$ cat config.mk
export PLATFORM = sky130hd
export DESIGN_NAME = bram_uploader
export DESIGN_NICKNAME = d
export VERILOG_FILES = /design/src/rtl/uploader_pkg.sv /design/src/rtl/tx_byte_issuer.sv /design/src/rtl/bram_uploader.sv
export SDC_FILE = /design/constraint.sdc
export NUM_CORES = 1
export LEC_CHECK = 0
export BUFFER_PORTS_ARGS = -buffer_cell sky130_fd_sc_hd__buf_4
export CORE_MARGIN = 3
export CORE_UTILIZATION = 55
export CTS_BUF_LIST = sky130_fd_sc_hd__clkbuf_4
export CTS_CLUSTER_DIAMETER = 80
export DETAILED_ROUTE_END_ITERATION = 6
export HOLD_SLACK_MARGIN = 0.15
export PLACE_DENSITY_LB_ADDON = 0.25
export SYNTH_ARGS = -nofsm -noshare
export SYNTH_HDL_FRONTEND = slang
export SYNTH_SLANG_ARGS = --single-unit
export TNS_END_PERCENT = 50
$ cat constraint.sdc
create_clock -name clk -period 7.3 [get_ports clk]
set_input_delay 0.365 -clock clk [delete_from_list [all_inputs] [get_ports clk]]
set_output_delay 0.365 -clock clk [all_outputs]
set_load 0.005 [all_outputs]
$ cat src/rtl/uploader_pkg.sv
// ----------------------------------------------------------------------------
// uploader_pkg
//   Types and constants shared by the BRAM uploader and its byte issuer.
//   - state_e             : upload FSM state encoding
//   - DEFAULT_HEADER_BYTE : frame start marker used when the top is not
//                           overridden
// ----------------------------------------------------------------------------
package uploader_pkg;

  localparam logic [7:0] DEFAULT_HEADER_BYTE = 8'hA5;

  typedef enum logic [3:0] {
    IDLE    = 4'd0,
    HDR     = 4'd1,
    LEN_HI  = 4'd2,
    LEN_LO  = 4'd3,
    RD_REQ  = 4'd4,
    RD_WAIT = 4'd5,
    DATA    = 4'd6,
    SUM     = 4'd7,
    FIN     = 4'd8
  } state_e;

endpackage

$ cat src/rtl/tx_byte_issuer.sv
// ----------------------------------------------------------------------------
// tx_byte_issuer
//   Owns the handshake with the UART transmitter. A send request registers the
//   byte onto tx_byte (held until the next request), raises tx_trigger for
//   exactly one cycle and marks a byte as outstanding. The transmitter's
//   tx_done only counts while a byte is outstanding; that qualified pulse is
//   returned to the FSM as byte_sent. Stray tx_done pulses are dropped here.
//
//   Ports
//     clk, rst    : clock, synchronous active-high reset
//     send_req    : FSM wants a byte sent (combinational, one cycle)
//     send_byte   : byte to send, valid with send_req
//     tx_done     : transmitter finished a byte (one-cycle pulse)
//     tx_byte     : byte presented to the transmitter
//     tx_trigger  : one-cycle start pulse to the transmitter
//     byte_sent   : qualified completion strobe back to the FSM
// ----------------------------------------------------------------------------
module tx_byte_issuer (
  input  logic       clk,
  input  logic       rst,
  input  logic       send_req,
  input  logic [7:0] send_byte,
  input  logic       tx_done,
  output logic [7:0] tx_byte,
  output logic       tx_trigger,
  output logic       byte_sent
);

  logic [7:0] tx_byte_q,     tx_byte_d;
  logic       tx_trigger_q,  tx_trigger_d;
  logic       outstanding_q, outstanding_d;

  // A completion is only meaningful while a byte is in flight.
  assign byte_sent = tx_done & outstanding_q;

  always_comb begin
    tx_byte_d     = tx_byte_q;
    tx_trigger_d  = 1'b0;
    outstanding_d = outstanding_q;
    if (byte_sent) begin
      outstanding_d = 1'b0;
    end
    // The FSM issues the next byte in the same cycle it sees byte_sent, so a
    // new request must win over the clear above.
    if (send_req) begin
      tx_byte_d     = send_byte;
      tx_trigger_d  = 1'b1;
      outstanding_d = 1'b1;
    end
  end

  always_ff @(posedge clk) begin
    if (rst) begin
      tx_byte_q     <= 8'h00;
      tx_trigger_q  <= 1'b0;
      outstanding_q <= 1'b0;
    end else begin
      tx_byte_q     <= tx_byte_d;
      tx_trigger_q  <= tx_trigger_d;
      outstanding_q <= outstanding_d;
    end
  end

  assign tx_byte    = tx_byte_q;
  assign tx_trigger = tx_trigger_q;

endmodule

$ cat src/rtl/bram_uploader.sv
// ----------------------------------------------------------------------------
// bram_uploader
//   Streams an inclusive BRAM address range out through a byte-wide UART
//   transmitter as a framed packet:
//     HEADER_BYTE, LEN_HI, LEN_LO, data[start..end], CHECKSUM
//   LEN is end_address - start_address (byte count minus one) and CHECKSUM is
//   the modulo-256 sum of the data bytes only.
//
//   Parameters
//     HEADER_BYTE       : frame start marker
//     BRAM_READ_LATENCY : cycles from bram_address to valid bram_byte_read (>=1)
//
//   Ports
//     clk, rst                   : clock, synchronous active-high reset
//     start                      : one-cycle upload request
//     start_address, end_address : inclusive range, sampled on accepted start
//     bram_byte_read             : BRAM read data
//     bram_address, bram_mode    : BRAM read address, mode (always read = 0)
//     tx_byte, tx_trigger        : byte and one-cycle send pulse to the UART
//     tx_done                    : one-cycle completion pulse from the UART
//     busy                       : upload in progress
//     done                       : one-cycle completion pulse
//     error                      : one-cycle pulse for start_address > end_address
// ----------------------------------------------------------------------------
module bram_uploader
  import uploader_pkg::*;
#(
  parameter logic [7:0] HEADER_BYTE       = DEFAULT_HEADER_BYTE,
  parameter int         BRAM_READ_LATENCY = 1
) (
  input  logic        clk,
  input  logic        rst,
  input  logic        start,
  input  logic [15:0] start_address,
  input  logic [15:0] end_address,
  input  logic [7:0]  bram_byte_read,
  output logic [15:0] bram_address,
  output logic        bram_mode,
  output logic [7:0]  tx_byte,
  output logic        tx_trigger,
  input  logic        tx_done,
  output logic        busy,
  output logic        done,
  output logic        error
);

  localparam int WAIT_W = (BRAM_READ_LATENCY > 1) ? $clog2(BRAM_READ_LATENCY) : 1;
  localparam logic [WAIT_W-1:0] WAIT_LAST = WAIT_W'(BRAM_READ_LATENCY - 1);

  // Control state (reset)
  state_e      state_q,        state_d;
  logic        busy_q,         busy_d;
  logic        done_q,         done_d;
  logic        error_q,        error_d;
  logic [7:0]  sum_q,          sum_d;
  logic [15:0] bram_address_q, bram_address_d;

  // Datapath state (no reset; always written before use)
  logic [15:0]       addr_q,     addr_d;
  logic [15:0]       end_addr_q, end_addr_d;
  logic [15:0]       len_q,      len_d;
  logic [7:0]        data_q,     data_d;
  logic [WAIT_W-1:0] wait_q,     wait_d;

  // Issuer handshake
  logic       send_req;
  logic [7:0] send_byte;
  logic       byte_sent;

  tx_byte_issuer u_issuer (
    .clk        (clk),
    .rst        (rst),
    .send_req   (send_req),
    .send_byte  (send_byte),
    .tx_done    (tx_done),
    .tx_byte    (tx_byte),
    .tx_trigger (tx_trigger),
    .byte_sent  (byte_sent)
  );

  // Every byte is requested on the transition into its state, so the
  // issuer's registered tx_trigger lines up with the first cycle of that state.
  always_comb begin
    state_d        = state_q;
    busy_d         = busy_q;
    done_d         = 1'b0;
    error_d        = 1'b0;
    sum_d          = sum_q;
    bram_address_d = bram_address_q;
    addr_d         = addr_q;
    end_addr_d     = end_addr_q;
    len_d          = len_q;
    data_d         = data_q;
    wait_d         = wait_q;
    send_req       = 1'b0;
    send_byte      = 8'h00;

    case (state_q)
      IDLE: begin
        if (start) begin
          if (start_address <= end_address) begin
            addr_d     = start_address;
            end_addr_d = end_address;
            len_d      = end_address - start_address;
            sum_d      = 8'h00;
            busy_d     = 1'b1;
            send_req   = 1'b1;
            send_byte  = HEADER_BYTE;
            state_d    = HDR;
          end else begin
            error_d = 1'b1;
          end
        end
      end

      HDR: begin
        if (byte_sent) begin
          send_req  = 1'b1;
          send_byte = len_q[15:8];
          state_d   = LEN_HI;
        end
      end

      LEN_HI: begin
        if (byte_sent) begin
          send_req  = 1'b1;
          send_byte = len_q[7:0];
          state_d   = LEN_LO;
        end
      end

      LEN_LO: begin
        if (byte_sent) begin
          bram_address_d = addr_q;
          state_d        = RD_REQ;
        end
      end

      // bram_address already holds addr_q here; start counting read latency.
      RD_REQ: begin
        wait_d  = '0;
        state_d = RD_WAIT;
      end

      RD_WAIT: begin
        if (wait_q == WAIT_LAST) begin
          data_d    = bram_byte_read;
          send_req  = 1'b1;
          send_byte = bram_byte_read;
          state_d   = DATA;
        end else begin
          wait_d = wait_q + 1'b1;
        end
      end

      // Compare against the end address before incrementing so that a range
      // ending at 16'hFFFF stops cleanly instead of wrapping to 16'h0000.
      DATA: begin
        if (byte_sent) begin
          sum_d = sum_q + data_q;
          if (addr_q == end_addr_q) begin
            send_req  = 1'b1;
            send_byte = sum_q + data_q;
            state_d   = SUM;
          end else begin
            addr_d         = addr_q + 16'd1;
            bram_address_d = addr_q + 16'd1;
            state_d        = RD_REQ;
          end
        end
      end

      SUM: begin
        if (byte_sent) begin
          busy_d  = 1'b0;
          done_d  = 1'b1;
          state_d = FIN;
        end
      end

      FIN: begin
        state_d = IDLE;
      end

      default: begin
        state_d = IDLE;
        busy_d  = 1'b0;
      end
    endcase
  end

  always_ff @(posedge clk) begin
    if (rst) begin
      state_q        <= IDLE;
      busy_q         <= 1'b0;
      done_q         <= 1'b0;
      error_q        <= 1'b0;
      sum_q          <= 8'h00;
      bram_address_q <= 16'h0000;
    end else begin
      state_q        <= state_d;
      busy_q         <= busy_d;
      done_q         <= done_d;
      error_q        <= error_d;
      sum_q          <= sum_d;
      bram_address_q <= bram_address_d;
    end
  end

  always_ff @(posedge clk) begin
    addr_q     <= addr_d;
    end_addr_q <= end_addr_d;
    len_q      <= len_d;
    data_q     <= data_d;
    wait_q     <= wait_d;
  end

  assign bram_address = bram_address_q;
  assign bram_mode    = 1'b0;
  assign busy         = busy_q;
  assign done         = done_q;
  assign error        = error_q;

endmodule

# After elaboration in Yosys (flattened, before gate mapping)
# Index checks and enable logic that the tools add are counted.
[totals] register_bits=98 output_inout_bits=29
[op_classes] n_addsub=4 magnitude_cmp=1 eq_ne=18 mux=45 bitwise_logic=6 reduce_logical=16
[op_table] op="$mux 16" count=5
[op_table] op="$mux 8" count=10
[op_table] op="$pmux 16 s2" count=2
[op_table] op="$pmux 8 s5" count=1
[op_table] op="$mux 4" count=8
[op_table] op="$pmux 4 s8" count=1
[op_table] op="$ne 2x2->1 const B" count=9
[op_table] op="$add 16x1->16 const B" count=1
[op_table] op="$eq 16x16->1" count=1
[op_table] op="$eq 4x3->1 const B" count=4
[op_table] op="$le 16x16->1" count=1
[op_table] op="$pmux 8 s2" count=1
[op_table] op="$sub 16x16->16" count=1
[op_table] op="$mux 1" count=13
[op_table] op="$reduce_and 4->1" count=3
[op_table] op="$add 8x8->8" count=1
[op_table] op="$eq 4x2->1 const B" count=2
[op_table] op="$reduce_and 8->1" count=1
[op_table] op="$reduce_bool 2->1" count=4
[op_table] op="$reduce_or 7->1" count=1
[op_table] op="$not 1->1" count=5
[op_table] op="$reduce_and 5->1" count=1
[op_table] op="$eq 4x1->1 const B" count=1
[op_table] op="$eq 4x4->1 const B" count=1
[op_table] op="11 further kinds" count=12

# Depth between registers and ports, before layout
[depth] ltp_word=5 depth_mapped=11 mapped_depth_nobuf=11

# Hierarchy
# From an unflattened synthesis, not the netlist that was laid out.
[hier_totals] cells_unflattened=570 hier_area_um2=5532.8
[by_module_without_submodules] mod="bram_uploader" n_inst=1 cells_each=537 area_per_inst_um2=5181.2 seq_area_each_um2=2302.2
[by_module_without_submodules] mod="tx_byte_issuer" n_inst=1 cells_each=33 area_per_inst_um2=351.6 seq_area_each_um2=200.2

# Worst setup path before layout
# Ideal clock, no wire load.
[synth_timing] path_kind="in2reg" startpoint="in end_address[0]" endpoint="reg addr_q[0], enable pin" arrival_ps=2613 setup_slack_ps=4293 cell_stages=9 n_path_buf=0 cell_sequence="inv_1 > ha_1 > fa_1 > nand2b_1 > a21oi_1 > o2111ai_1 > nand3_1 > a22oi_1 > a21oi_1"
[synth_between] elab_chain_len=3
[synth_rtl] item="start: declaration" line_no="bram_uploader.sv:35" source="input logic [15:0] end_address,"
[synth_rtl] item="$le 16x16->1" line_no="bram_uploader.sv:101" source="if (start_address <= end_address) begin"
[synth_rtl] item="$ne 2x2->1 (no source line)"
[synth_rtl] item="$reduce_and 5->1 (no source line)"
[synth_rtl] item="end signal: assignment" line_no="bram_uploader.sv:211" source="addr_q <= addr_d;"
[synth_rtl] item="end: declaration" line_no="bram_uploader.sv:59" source="logic [15:0] addr_q, addr_d;"
# No other way between the ends.
# A chain may end at the register's enable or synchronous reset.

# Worst setup path in the final report
[layout_timing] startpoint="in end_address[0]" endpoint="reg len_q[1], enable pin"
[layout_between] elab_chain_len=2
[layout_rtl] item="$le 16x16->1" line_no="bram_uploader.sv:101"
[layout_rtl] item="$reduce_and 3->1 (no source line)"
[layout_rtl] item="end signal: assignment" line_no="bram_uploader.sv:213" source="len_q <= len_d;"
[layout_rtl] item="end: declaration" line_no="bram_uploader.sv:61" source="logic [15:0] len_q, len_d;"
# No other way between the ends.

==> results.md <==
* Total CTS buffers at 9
* Slew margin rel. at 15.2%
* Clk_lat worst skew at 0.46 ns
* Seq/Total Area, Yosys at 45.5%
* Final worst path period need at 3.21 ns
* Wire per inst at 17.8 um
* Clock Root Buffer: clkbuf_4
* Largest area contributor in the netlist: edfxtp_1
* Sequential group share of total power at 54.7%
* Pre-CTS setup slack at 4.22 ns
* Gr usage total at 24.7%
* Area Overhead vs Synth at 17.4%
* Post-route DRC at 0
* Synthesized flop and latch total at 97
* Via count at 4501
* Via density at 5.97
* Crit path capture type: flip-flop
* Status: completed
* CTS resizes at 0
* Combinational Power Share at 18.2%
* HP Start: tx_done
* Critical Path Start Type: primary input
* Core outline area at 9460 um^2
* Top-count cell post-synth: edfxtp_1
* Clk sinks at 97
* Metal2 WL at 6950 um
* Hold Path Class: primary input to flip-flop
* 1st-iter DRT viols at 320
* Final period util at 44.0%
* Commonest register cell after synthesis: edfxtp_1
* Critical Path RT at 7.42 ns
* Initial core utilization at 58.1%
* Post-CTS Setup Inserts at 0
* Most frequent cells after synthesis: edfxtp_1, nand2_1, dfxtp_1
* Worst hold stages at 3
* Fin. Hold Viols at 0
* Synth warn at 0
* Vias in the first global route at 4384
* IO Count at 73
* Nets at 690
* Register-to-Register Path Depth at 6
* Reg2reg end: sum_q[7]
* Fin area at 6450 um^2
* Maxcap violations at 0
* Chip Width at 106 um
* Post-synth ARST share at 0%
* Gpl congestion at 0.926
* Max H-tree Level at 3
* Slew Viols, Final at 0
* Syn nets at 615
* WS Path Type: primary input to flip-flop
* DP HPWL at 9850 um
* Setup TNS Final at 0 ns
* NetSw at 0.331 mW
* Final setup fails at 0
* Met3 routed WL at 791 um
* Final setup margin at 4.09 ns
* Worst reg2reg startpoint: state_q[0]
* Worst Path Max Fanout at 32
* Clock share of power at 27.1%
* Internal at 0.853 mW
* Pwr Density at 183 nW/um^2
* Clock transition at path regs at 0.14 ns
* Total congestion overflow at 0
* WL met1 at 5400 um
* WP data arrival at 3.33 ns
* Net Sw Frac at 28.0%
* EDFF count, synth at 56
* TritonRoute pass-1 iters at 5
* Top Layer Used: met4
* Tot Pwr at 1.18 mW
* Die Height at 106 um
* IO Port Bufs at 71
* Initial antenna violation count at 0
* Synth top area share at 30.6%
* Placed inst area at 6060 um^2
* Worst vdd ir at 119 uV
* Rows at 35
* WL final at 13400 um
* Synth unique cells at 63
* Inserted Diodes at 0
* Hold-fix buffers, CTS at 24
* Mapped Avg Cell Area at 10.1 um^2
* Die area at 11200 um^2
* Fill count at 746
* Cell area after synthesis at 5500 um^2
* R2r setup slk at 4.56 ns
* Leakage at 2.51 nW
* Clock Path Buffers at 2
* Hold Path Sink: u_issuer.outstanding_q
* Unrepaired setup endpoints after global routing: false
* Final Skew at 0.0185 ns
* Share of post-route cells with drive strength above 1 at 16.3%
* Largest net degree at the start of global routing at 39
* Fmax at 311 MHz
* First-pass GRT wire length at 21900 um
* Worst Max-Slew Pin Slew at 1.27 ns
* Routed Antenna Nets at 0
* Post-Syn Instances at 545
* Top cells by area, synth: edfxtp_1, dfxtp_1, ha_1
* CTS tree: done
## flip-flops by register name (all words and copies together), names as in the netlist
signal                  flops
len_q                      16
data_q                      8
done                        1
sum_q                       8
bram_address               16
end_addr_q                 16
error                       1
addr_q                     16
state_q                     4
u_issuer.tx_byte            8
busy                        1
u_issuer.outstanding_q      1
u_issuer.tx_trigger         1
## power groups by stage
| stage | Combinational (mW) | Clock [mW] | Sequential (mW) |
|---|---|---|---|
| 3_3_place_gp | 0.196 | 0 | 0.659 |
| 5_1_grt | 0.236 | 0.349 | 0.652 |
| 3_5_place_dp | 0.202 | 0 | 0.660 |
| 4_1_cts | 0.213 | 0.323 | 0.648 |
| 6_report | 0.216 | 0.321 | 0.648 |
| 2_1_floorplan | 0.151 | 0 | 0.643 |
## worst max-delay path by stage
| stage | startpoint | cells past startpoint | to | slack [ns] |
|---|---|---|---|---|
| global placement | end_address[0] | 11 | len_q[14] | 4.33 |
| finish | end_address[0] | 12 | len_q[1] | 4.09 |
| global route | end_address[0] | 12 | len_q[1] | 3.97 |
| CTS | end_address[0] | 12 | len_q[8] | 4.16 |
| floorplan | end_address[0] | 9 | addr_q[0] | 4.29 |
| detailed placement | end_address[0] | 11 | len_q[14] | 4.22 |
## routing by layer
metal | global-route usage, % | up-vias
li1 | - | 2169
met1 | 30.8 | 2143
met2 | 43.7 | 166
met3 | 5.34 | 23
met4 | 6.01 | 0
met5 | 0 | -
## cell usage in the layout, fill, tap and decap left out, types with 5 or more instances in the layout
master	Yosys	layout
a21oi_1	34	33
a22o_1	18	18
a31oi_1	5	5
buf_4	1	75
clkbuf_4	0	10
dfxtp_1	41	41
dlygate4sd3_1	0	24
edfxtp_1	56	56
ha_1	24	24
inv_1	32	32
nand2_1	42	42
nand3_1	14	14
nand3b_1	5	5
nand4_1	8	8
nor2_1	26	26
nor2b_1	7	7
nor3_1	12	11
nor4_2	5	5
o211ai_1	14	14
o21a_1	5	5
o21ai_0	26	26
o41ai_1	14	14
xnor2_1	30	30
xor2_1	32	32
## worst max-delay path: stages
cell and delay (ns):
dlygate4sd3_1 0.53, buf_4 0.13, inv_1 0.05, ha_1 0.20, fa_1 0.41, nand2b_1 0.18
a21oi_1 0.26, o2111ai_1 0.20, nand3_1 0.24, nand2_1 0.15, inv_1 0.18, buf_4 0.41
## stage by stage
step	utilization [%]	hold slack (ns)	cells
6_report	68.2	0.201	754
5_1_grt	68.2	0.155	754
4_1_cts	68.2	0.185	754
3_5_place_dp	64.0	0.469	714
3_3_place_gp	64.0	0.464	714
2_1_floorplan	-	0.449	545
## cells by family after synthesis
group           after synthesis  synth area share [%]
compound gates              152                  19.7
xor+xnor                     62                  9.88
other cells                   1                0.0682
flops                        97                  45.5
buf+inv                      68                  5.44
fa+ha+maj                    26                  6.19
simple gates                139                  13.2
## final cells by class
class	instances	area (um^2)	area share, %
clock buffers	10	75.1	1.16
inverters	33	124	1.92
repair buffers	99	803	12.4
multi-input cells	380	2710	41.9
clock inverters	6	82.6	1.28
flip-flops and latches	97	2500	38.8
well taps	129	161	2.50
No activity file was read; power rests on OpenSTA's default activity.
